## src/rtl/alu_seq_if.sv

```systemverilog
// Handshake bundle between the decode stage and the execute unit.
// Producer drives operands/code and accepts results; the execute unit is the slave.
interface alu_seq_if #(
   parameter int XLEN = 32
);
   logic            in_valid;
   logic            in_ready;
   logic [3:0]      alu_ctl;
   logic [XLEN-1:0] op_a;
   logic [XLEN-1:0] op_b;
   logic            out_valid;
   logic            out_ready;
   logic [XLEN-1:0] result;
   logic            zero;
   logic            illegal;

   modport master (
      output in_valid, alu_ctl, op_a, op_b, out_ready,
      input  in_ready, out_valid, result, zero, illegal
   );

   modport slave (
      input  in_valid, alu_ctl, op_a, op_b, out_ready,
      output in_ready, out_valid, result, zero, illegal
   );
endinterface

```

## src/rtl/alu_seq_exec.sv

```systemverilog
// Multi-cycle RV32I execute unit: single-cycle logic/arith ops, serial
// 1-bit-per-cycle shifter, valid/ready on both sides, result held in DONE.
module alu_seq_exec #(
   parameter int XLEN = 32,
   parameter int SHW  = $clog2(XLEN)
) (
   input logic      clk,
   input logic      rst,
   alu_seq_if.slave bus
);

   localparam logic [3:0] C_ADD = 4'b0000, C_SUB = 4'b1000, C_SLL = 4'b0001,
                          C_SLT = 4'b0010, C_SLTU = 4'b0011, C_XOR = 4'b0100,
                          C_SRL = 4'b0101, C_SRA = 4'b1101, C_OR = 4'b0110,
                          C_AND = 4'b0111;

   typedef enum logic [1:0] {IDLE, SHIFT, DONE} state_t;

   state_t          state_q, state_d;
   logic [XLEN-1:0] res_q, res_d;
   logic [3:0]      ctl_q, ctl_d;
   logic [SHW-1:0]  cnt_q, cnt_d;
   logic            ill_q, ill_d;

   logic [XLEN-1:0] alu_res;
   logic            legal;
   logic            is_shift;
   logic [SHW-1:0]  shamt;

   assign shamt = bus.op_b[SHW-1:0];

   // Single-cycle datapath; shift codes return op_a so shamt=0 completes directly.
   always_comb begin
      alu_res  = '0;
      legal    = 1'b1;
      is_shift = 1'b0;
      unique case (bus.alu_ctl)
         C_ADD:  alu_res = bus.op_a + bus.op_b;
         C_SUB:  alu_res = bus.op_a - bus.op_b;
         C_SLT:  alu_res = {{(XLEN-1){1'b0}}, $signed(bus.op_a) < $signed(bus.op_b)};
         C_SLTU: alu_res = {{(XLEN-1){1'b0}}, bus.op_a < bus.op_b};
         C_XOR:  alu_res = bus.op_a ^ bus.op_b;
         C_OR:   alu_res = bus.op_a | bus.op_b;
         C_AND:  alu_res = bus.op_a & bus.op_b;
         C_SLL, C_SRL, C_SRA: begin
            alu_res  = bus.op_a;
            is_shift = 1'b1;
         end
         default: legal = 1'b0;
      endcase
   end

   // Next-state: accept in IDLE, shift one bit per SHIFT cycle, hold in DONE until drained.
   always_comb begin
      state_d = state_q;
      res_d   = res_q;
      ctl_d   = ctl_q;
      cnt_d   = cnt_q;
      ill_d   = ill_q;
      unique case (state_q)
         IDLE: begin
            if (bus.in_valid) begin
               ctl_d = bus.alu_ctl;
               ill_d = ~legal;
               cnt_d = shamt;
               res_d = legal ? alu_res : '0;
               if (is_shift && shamt != '0) state_d = SHIFT;
               else                         state_d = DONE;
            end
         end
         SHIFT: begin
            unique case (ctl_q)
               C_SLL:   res_d = {res_q[XLEN-2:0], 1'b0};
               C_SRA:   res_d = {res_q[XLEN-1], res_q[XLEN-1:1]};
               default: res_d = {1'b0, res_q[XLEN-1:1]};
            endcase
            cnt_d = cnt_q - SHW'(1);
            if (cnt_q == SHW'(1)) state_d = DONE;
         end
         DONE: begin
            if (bus.out_ready) state_d = IDLE;
         end
         default: state_d = IDLE;
      endcase
   end

   // State registers; reset discards any in-flight operation.
   always_ff @(posedge clk) begin
      if (rst) begin
         state_q <= IDLE;
         res_q   <= '0;
         ctl_q   <= '0;
         cnt_q   <= '0;
         ill_q   <= 1'b0;
      end else begin
         state_q <= state_d;
         res_q   <= res_d;
         ctl_q   <= ctl_d;
         cnt_q   <= cnt_d;
         ill_q   <= ill_d;
      end
   end

   assign bus.in_ready  = (state_q == IDLE) & ~rst;
   assign bus.out_valid = (state_q == DONE);
   assign bus.result    = res_q;
   assign bus.zero      = (state_q == DONE) & (res_q == '0);
   assign bus.illegal   = (state_q == DONE) & ill_q;

endmodule
```

## src/flat_wrapper.sv

```systemverilog
// flat-port wrapper written by rule: the top's interface ports become plain ports
module alu_seq_exec_flat 
#(
   parameter int XLEN = 32,
   parameter int SHW  = $clog2(XLEN)
)
  (clk, rst, bus_in_valid, bus_alu_ctl, bus_op_a, bus_op_b, bus_out_ready, bus_in_ready, bus_out_valid, bus_result, bus_zero, bus_illegal);
  alu_seq_if #(.XLEN(XLEN)) bus_i ();
  input logic clk;
  input logic rst;
  input wire logic [$bits(bus_i.in_valid)-1:0] bus_in_valid;
  input wire logic [$bits(bus_i.alu_ctl)-1:0] bus_alu_ctl;
  input wire logic [$bits(bus_i.op_a)-1:0] bus_op_a;
  input wire logic [$bits(bus_i.op_b)-1:0] bus_op_b;
  input wire logic [$bits(bus_i.out_ready)-1:0] bus_out_ready;
  output wire logic [$bits(bus_i.in_ready)-1:0] bus_in_ready;
  output wire logic [$bits(bus_i.out_valid)-1:0] bus_out_valid;
  output wire logic [$bits(bus_i.result)-1:0] bus_result;
  output wire logic [$bits(bus_i.zero)-1:0] bus_zero;
  output wire logic [$bits(bus_i.illegal)-1:0] bus_illegal;
  assign bus_i.in_valid = bus_in_valid;
  assign bus_i.alu_ctl = bus_alu_ctl;
  assign bus_i.op_a = bus_op_a;
  assign bus_i.op_b = bus_op_b;
  assign bus_i.out_ready = bus_out_ready;
  assign bus_in_ready = bus_i.in_ready;
  assign bus_out_valid = bus_i.out_valid;
  assign bus_result = bus_i.result;
  assign bus_zero = bus_i.zero;
  assign bus_illegal = bus_i.illegal;
  alu_seq_exec #(.XLEN(XLEN), .SHW(SHW)) u_core (.clk(clk), .rst(rst), .bus(bus_i));
endmodule
```

## config.mk

```make
export PLATFORM = sky130hd
export DESIGN_NAME = alu_seq_exec_flat
export DESIGN_NICKNAME = d
export VERILOG_FILES = /design/src/rtl/alu_seq_if.sv /design/src/rtl/alu_seq_exec.sv /design/src/flat_wrapper.sv
export SDC_FILE = /design/constraint.sdc
export NUM_CORES = 1
export LEC_CHECK = 0
export CAP_MARGIN = 20
export CELL_PAD_IN_SITES_DETAIL_PLACEMENT = 1
export CELL_PAD_IN_SITES_GLOBAL_PLACEMENT = 1
export CORE_AREA = 8 8 157 159
export DETAILED_ROUTE_END_ITERATION = 10
export DIE_AREA = 0 0 165 167
export GPL_ROUTABILITY_DRIVEN = 0
export GPL_TIMING_DRIVEN = 0
export PLACE_DENSITY = 0.81
export SLEW_MARGIN = 30
export SYNTH_ARGS = -nofsm -noshare
export SYNTH_HDL_FRONTEND = slang
export SYNTH_SLANG_ARGS = --single-unit
```

## constraint.sdc

```tcl
create_clock -name clk -period 3.3 [get_ports clk]
set_clock_uncertainty 0.15 [all_clocks]
set_input_delay 0.66 -clock clk [delete_from_list [all_inputs] [get_ports clk]]
set_output_delay 0.66 -clock clk [all_outputs]
set_load 0.05 [all_outputs]
```

# Yosys cells after proc, flatten, opt, wreduce, memory -nomap -nowiden
# Index checks and enable logic that the tools add are counted.
dict set report classes {
  addsub 3
  n_lt_le_gt_ge 2
  n_eq_ne 18
  n_mux 14
  bitwise 8
  n_reduce_logical 12
}
# op count
set op_table {}
lappend op_table {{case mux 32 bit (8 select lines)} 1}
lappend op_table {{case mux 32 bit (2 select lines)} 2}
lappend op_table {{less-than comparator 32 bit} 2}
lappend op_table {{two-way mux 32 bit} 2}
lappend op_table {{adder 32 bit} 1}
lappend op_table {{bitwise AND 32 bit} 1}
lappend op_table {{zero test 32 bit} 1}
lappend op_table {{bitwise OR 32 bit} 1}
lappend op_table {{subtractor 32 bit} 1}
lappend op_table {{bitwise XOR 32 bit} 1}
lappend op_table {{equality test 4 x 3 -> 1 bit (second input constant)} 4}
lappend op_table {{equality test 4 bit (second input constant)} 3}
lappend op_table {{case mux 5 bit (2 select lines)} 1}
lappend op_table {{OR reduction 10 bit} 1}
lappend op_table {{equality test 4 x 1 -> 1 bit (second input constant)} 2}
lappend op_table {{equality test 4 x 2 -> 1 bit (second input constant)} 2}
lappend op_table {{two-way mux 2 bit} 4}
lappend op_table {{!= test 2 bit (second input constant)} 3}
lappend op_table {{case mux 2 bit (3 select lines)} 1}
lappend op_table {{AND reduction 3 bit} 2}
lappend op_table {{equality test 5 x 1 -> 1 bit (second input constant)} 1}
lappend op_table {{two-way mux 5 bit} 1}
lappend op_table {{nonzero test 5 bit} 1}
lappend op_table {{subtractor 5 x 1 -> 5 bit (second input constant)} 1}
lappend op_table {{12 further kinds} 17}
dict set report totals {
  ff_bits 44
  out_inout_bits 36
  word_cells 63
}

# Depth between registers and ports, before layout
dict set report depth {
  word_depth 7
  depth_mapped 13
  ltp_nobuf 13
}

# Worst setup path before layout
# No wires, ideal clock.
dict set report synth_path {
  path_kind {reg2out}
  start {register u_core.res_q[31], in the netlist u_core.bus.result[31]}
  end {output bus_zero}
  arrival_time_ns 2.554
  required_ns 2.490
  slack_ns -0.064
  path_stages_with_launch 3
  path_buffers 0
  path_cell_list {dfxtp_1 -> or4_1 -> nor4_1}
}
dict set report synth_between {
  elab_chain_cells 2
}
# element line
set synth_lines {}
lappend synth_lines {{start: declaration} alu_seq_exec.sv:20} ;# logic [XLEN-1:0] res_q, res_d;
lappend synth_lines {{start signal: assignment} alu_seq_exec.sv:97} ;# res_q <= res_d;
lappend synth_lines {{zero test 32 bit} alu_seq_exec.sv:107} ;# assign bus.zero = (state_q == DONE) & (res_q == '0);
lappend synth_lines {{bitwise AND 1 bit} alu_seq_exec.sv:107}
lappend synth_lines {{end: declaration} flat_wrapper.sv:19} ;# output wire logic [$bits(bus_i.zero)-1:0] bus_zero;
# No other way between the ends.

# Final worst setup path
dict set report layout_path {
  start {input bus_op_b[16]}
  end {register u_core.res_q[22], in the netlist u_core.bus.result[22]}
}
dict set report layout_between {
  elab_chain_cells 5
  elab_cells_between_ends 6
  classes_between {add/sub (2); mux (4)}
}
# element line
set layout_lines {}
lappend layout_lines {{start: declaration} flat_wrapper.sv:14} ;# input wire logic [$bits(bus_i.op_b)-1:0] bus_op_b;
lappend layout_lines {{subtractor 32 bit / adder 32 bit (equally long branches)} {alu_seq_exec.sv:39, alu_seq_exec.sv:38}}
lappend layout_lines {{case mux 32 bit (8 select lines) (*)} alu_seq_exec.sv:37} ;# unique case (bus.alu_ctl)
lappend layout_lines {{two-way mux 32 bit (*)} alu_seq_exec.sv:66} ;# res_d = legal ? alu_res : '0;
lappend layout_lines {{two-way mux 32 bit (*)} alu_seq_exec.sv:62} ;# if (bus.in_valid) begin
lappend layout_lines {{case mux 32 bit (2 select lines) (*)} alu_seq_exec.sv:60} ;# unique case (state_q)
# Mark *: on every way between the ends. The rest lies on a longest branch, timed or not. The select of a mux whose other input is x is not followed.
# A chain may end at the register's enable or synchronous reset.

==> summary.txt <==
# diodes: 0
Worst Path Required: 3.34 ns
largest area contributor in the netlist: ha_1
RSZ-0062 raised after global routing: true
layout cell share with drive strength beyond 1: 24.67%
Slew @ Worst Pin: 0.8050 ns
# nets final: 1528
Cell Count, Final, Fillers Out: 1635
Peak Freq: 292.2 MHz
failing checks: negative setup slack
Yosys cell types: 85
xor/xnor share of the synthesized area: 1.313%
Synth Flop Type: dfxtp_1
ranking of synthesized cells by area: ha_1 (16%), dfxtp_1 (11%), nor2_1 (6.7%)
hold path start: u_core.ctl_q[1]
critical path arrival: 3.46 ns
Synth top area share: 16.41%
post-synthesis compound-gate area fraction: 36.35%
minimum clock period: 3.422 ns
headroom to the max-slew limit: 46.34%
Post-DRT Antenna Nets: 0
Iter 0 DRT Violations: 1199
setup ws final: -0.1218 ns
total CTS buffers: 5
Worst VDD drop: 0.2163 mV
Horiz. Die Dim: 165 um
crit path from: bus_op_b[16]
total grt overflow: 0
status: finished with violations
H-Tree Depth: 2
Fin. Hold Viols: 0
HP Class: register to register
startpoint types: input pin
Synth Register Bits: 44
synthesized net count: 1355
number of global-route vias before repair: 10910
row cnt: 55
drt drc: 0
mean number of vias per cell: 6.642
GRT Total Usage: 28.11%
Place WS: -1.514 ns
Worst setup EP type: register
Max Fanout on Critical Path: 10
total vias in the final route: 10860
yosys warns: 0
origin of the critical flop-to-flop path: u_core.state_q[0]
EDFF count, synth: 0
CTS clk-pin slew, worst paths: 0.07 ns
Max Cap Violations: 0
Pleak: 0.004644 uW
clock latency on the worst-skew pair: 0.30 ns
area of the die: 27560 um2
clock sink count: 44
CTS tree: built
Port Buffers: 104
mapped cell area: 8004 um2
Worst Setup Path Type: input pin to register
core footprint: 22230 um2
clk root buf: clkbuf_16
post-synthesis mux area share: 2.564%
dpl cells: 1566
period utilization: 103.7%
drt total wl: 42.75 mm
setup violation total in the final timing report: 7
Slew Limit Fails: 0
largest net degree at the start of global routing: 15
I/O pin cnt: 108
asr flop ratio synth: 0%
Max Root-Sink Buffers: 2
Post-Synth Adder-Cell Area: 16.91%
Cells after Synth: 1176
routed len/inst: 26.15 um
first-pass GRT wire length: 61.65 mm
drt pass-1 iters: 7
finished layout cell area: 11390 um2
die height: 167 um
area delta synth->final: 42.32%
fillers: 2748
initial antenna violation count: 0
DP Area: 9443 um2
utilization after layout: 51.25%
Starting Density: 36.01%
register area share after synthesis: 11.01%
DP HPWL: 29.95 mm
power per standard cell area: 301.4 nW/um2
Avg Inst Size Synth: 6.806 um2
main combinational cell family by area after synthesis: compound AO/OA/AOI/OAI gates
simple-gate share of the synthesized area: 22.42%
-- layout by cell type (no fill, tap or decap), drive strengths merged, types with 9 or more instances in the layout --
cell / n
a211oi: 34
a21o: 13
a21oi: 98
a221oi: 18
a22oi: 17
a31oi: 22
buf: 108
clkbuf: 58
clkdlybuf4s50: 68
dfxtp: 44
dlygate4sd2: 13
ha: 105
inv: 98
mux2i: 19
nand2: 94
nand2b: 9
nand3: 17
nor2: 142
nor3: 36
nor4: 23
o21ai: 107
o21bai: 16
o221ai: 10
o22ai: 10
-- report_power, final --
| group | leakage [uW] | switching (uW) | internal, uW |
|---|---|---|---|
| Combinational | 0.00420 | 1340 | 821 |
| Clock | 0.0000798 | 234 | 356 |
| Sequential | 0.000363 | 100 | 587 |
-- worst paths after layout --
kind	end	slack, ns	cells past startpoint
worst max-delay path	u_core.bus.result[22]	-0.12	13
worst min-delay path	u_core.ctl_q[1]	0.32	2
worst max register to register	u_core.bus.result[19]	0.36	8
worst min register to register	u_core.ctl_q[1]	0.32	2
-- repair_timing --
| action | CTS | global route |
|---|---|---|
| setup buffers | 42 | 22 |
| hold buffers | 0 | 0 |
| cloned | 1 | 0 |
| pin swaps | 61 | 70 |
| endpoints found under the setup margin | 34 | 32 |
| resized for setup | 298 | 143 |
-- routing by layer --
| metal | global-route usage, % | share of wire, % | wire length, um | vias up |
|---|---|---|---|---|
| met4 | 13.60 | 5.9 | 2525 | 0 |
| met3 | 5.276 | 10 | 4315 | 209 |
| met5 | 0 | 0 | 0 | - |
| met1 | 35.81 | 39 | 16780 | 5244 |
| met2 | 44.45 | 45 | 19130 | 755 |
| li1 | - | - | - | 4651 |
-- through the flow --
stage | power, uW | TNS [ns] | hold slack [ns]
after floorplan | 1739 | 0 | 0.2890
after global placement | 2305 | -50.70 | 0.3080
after detailed placement | 2348 | -42.43 | 0.3134
after CTS | 3188 | -0.02974 | 0.3226
after global routing | 3549 | -1.570 | 0.3593
final | 3433 | -0.4807 | 0.3249
-- sequential cells by signal, indices dropped and copies added (netlist names) --
name / cells
u_core.bus.result: 32
u_core.cnt_q: 5
u_core.ctl_q: 4
u_core.state_q: 2
u_core.ill_q: 1
-- cell usage after synthesis, drive strengths merged, types with 13 or more instances --
cell type,number
a31oi,22
clkbuf,53
o21ai,107
a221oi,18
nand2,94
a21oi,98
o21bai,16
mux2i,19
a211oi,34
nand3,17
nor4,23
dfxtp,44
nor3,36
a22oi,17
buf,29
inv,99
a21o,13
ha,105
nor2,142
-- kinds of logic (layout without fill, tap and decap cells) --
kind of cell               Yosys count  count (layout)
buffers and inverters              182             356
adders and majority gates          107             107
and+or+nand+nor                    382             382
DFF                                 44              44
AOI/OAI and AO/OA                  429             429
xor gates and xnor gates            12              12
muxes                               20              20
-- layout make-up --
cell class | count | area [um2] | share of cell area [%]
Multi-Input combinational cell | 950 | 7571 | 66.47
Timing Repair Buffer | 170 | 1529 | 13.42
Sequential cell | 44 | 880.8 | 7.733
Buffer | 78 | 493.0 | 4.328
Inverter | 100 | 392.9 | 3.449
Tap cell | 285 | 356.6 | 3.130
Clock buffer | 5 | 125.1 | 1.098
Clock inverter | 3 | 42.54 | 0.3735
-- worst max-delay path, stage by stage --
cell	delay (ns)
clkdlybuf4s50_1	0.48
inv_1	0.08
ha_4	0.25
buf_6	0.14
inv_1	0.12
o21ai_0	0.16
a21o_1	0.25
a221oi_2	0.31
inv_2	0.11
a31oi_2	0.32
xnor2_1	0.19
a211oi_1	0.12
nor4_1	0.29
Note: power is estimated with default switching activity, not from simulation.
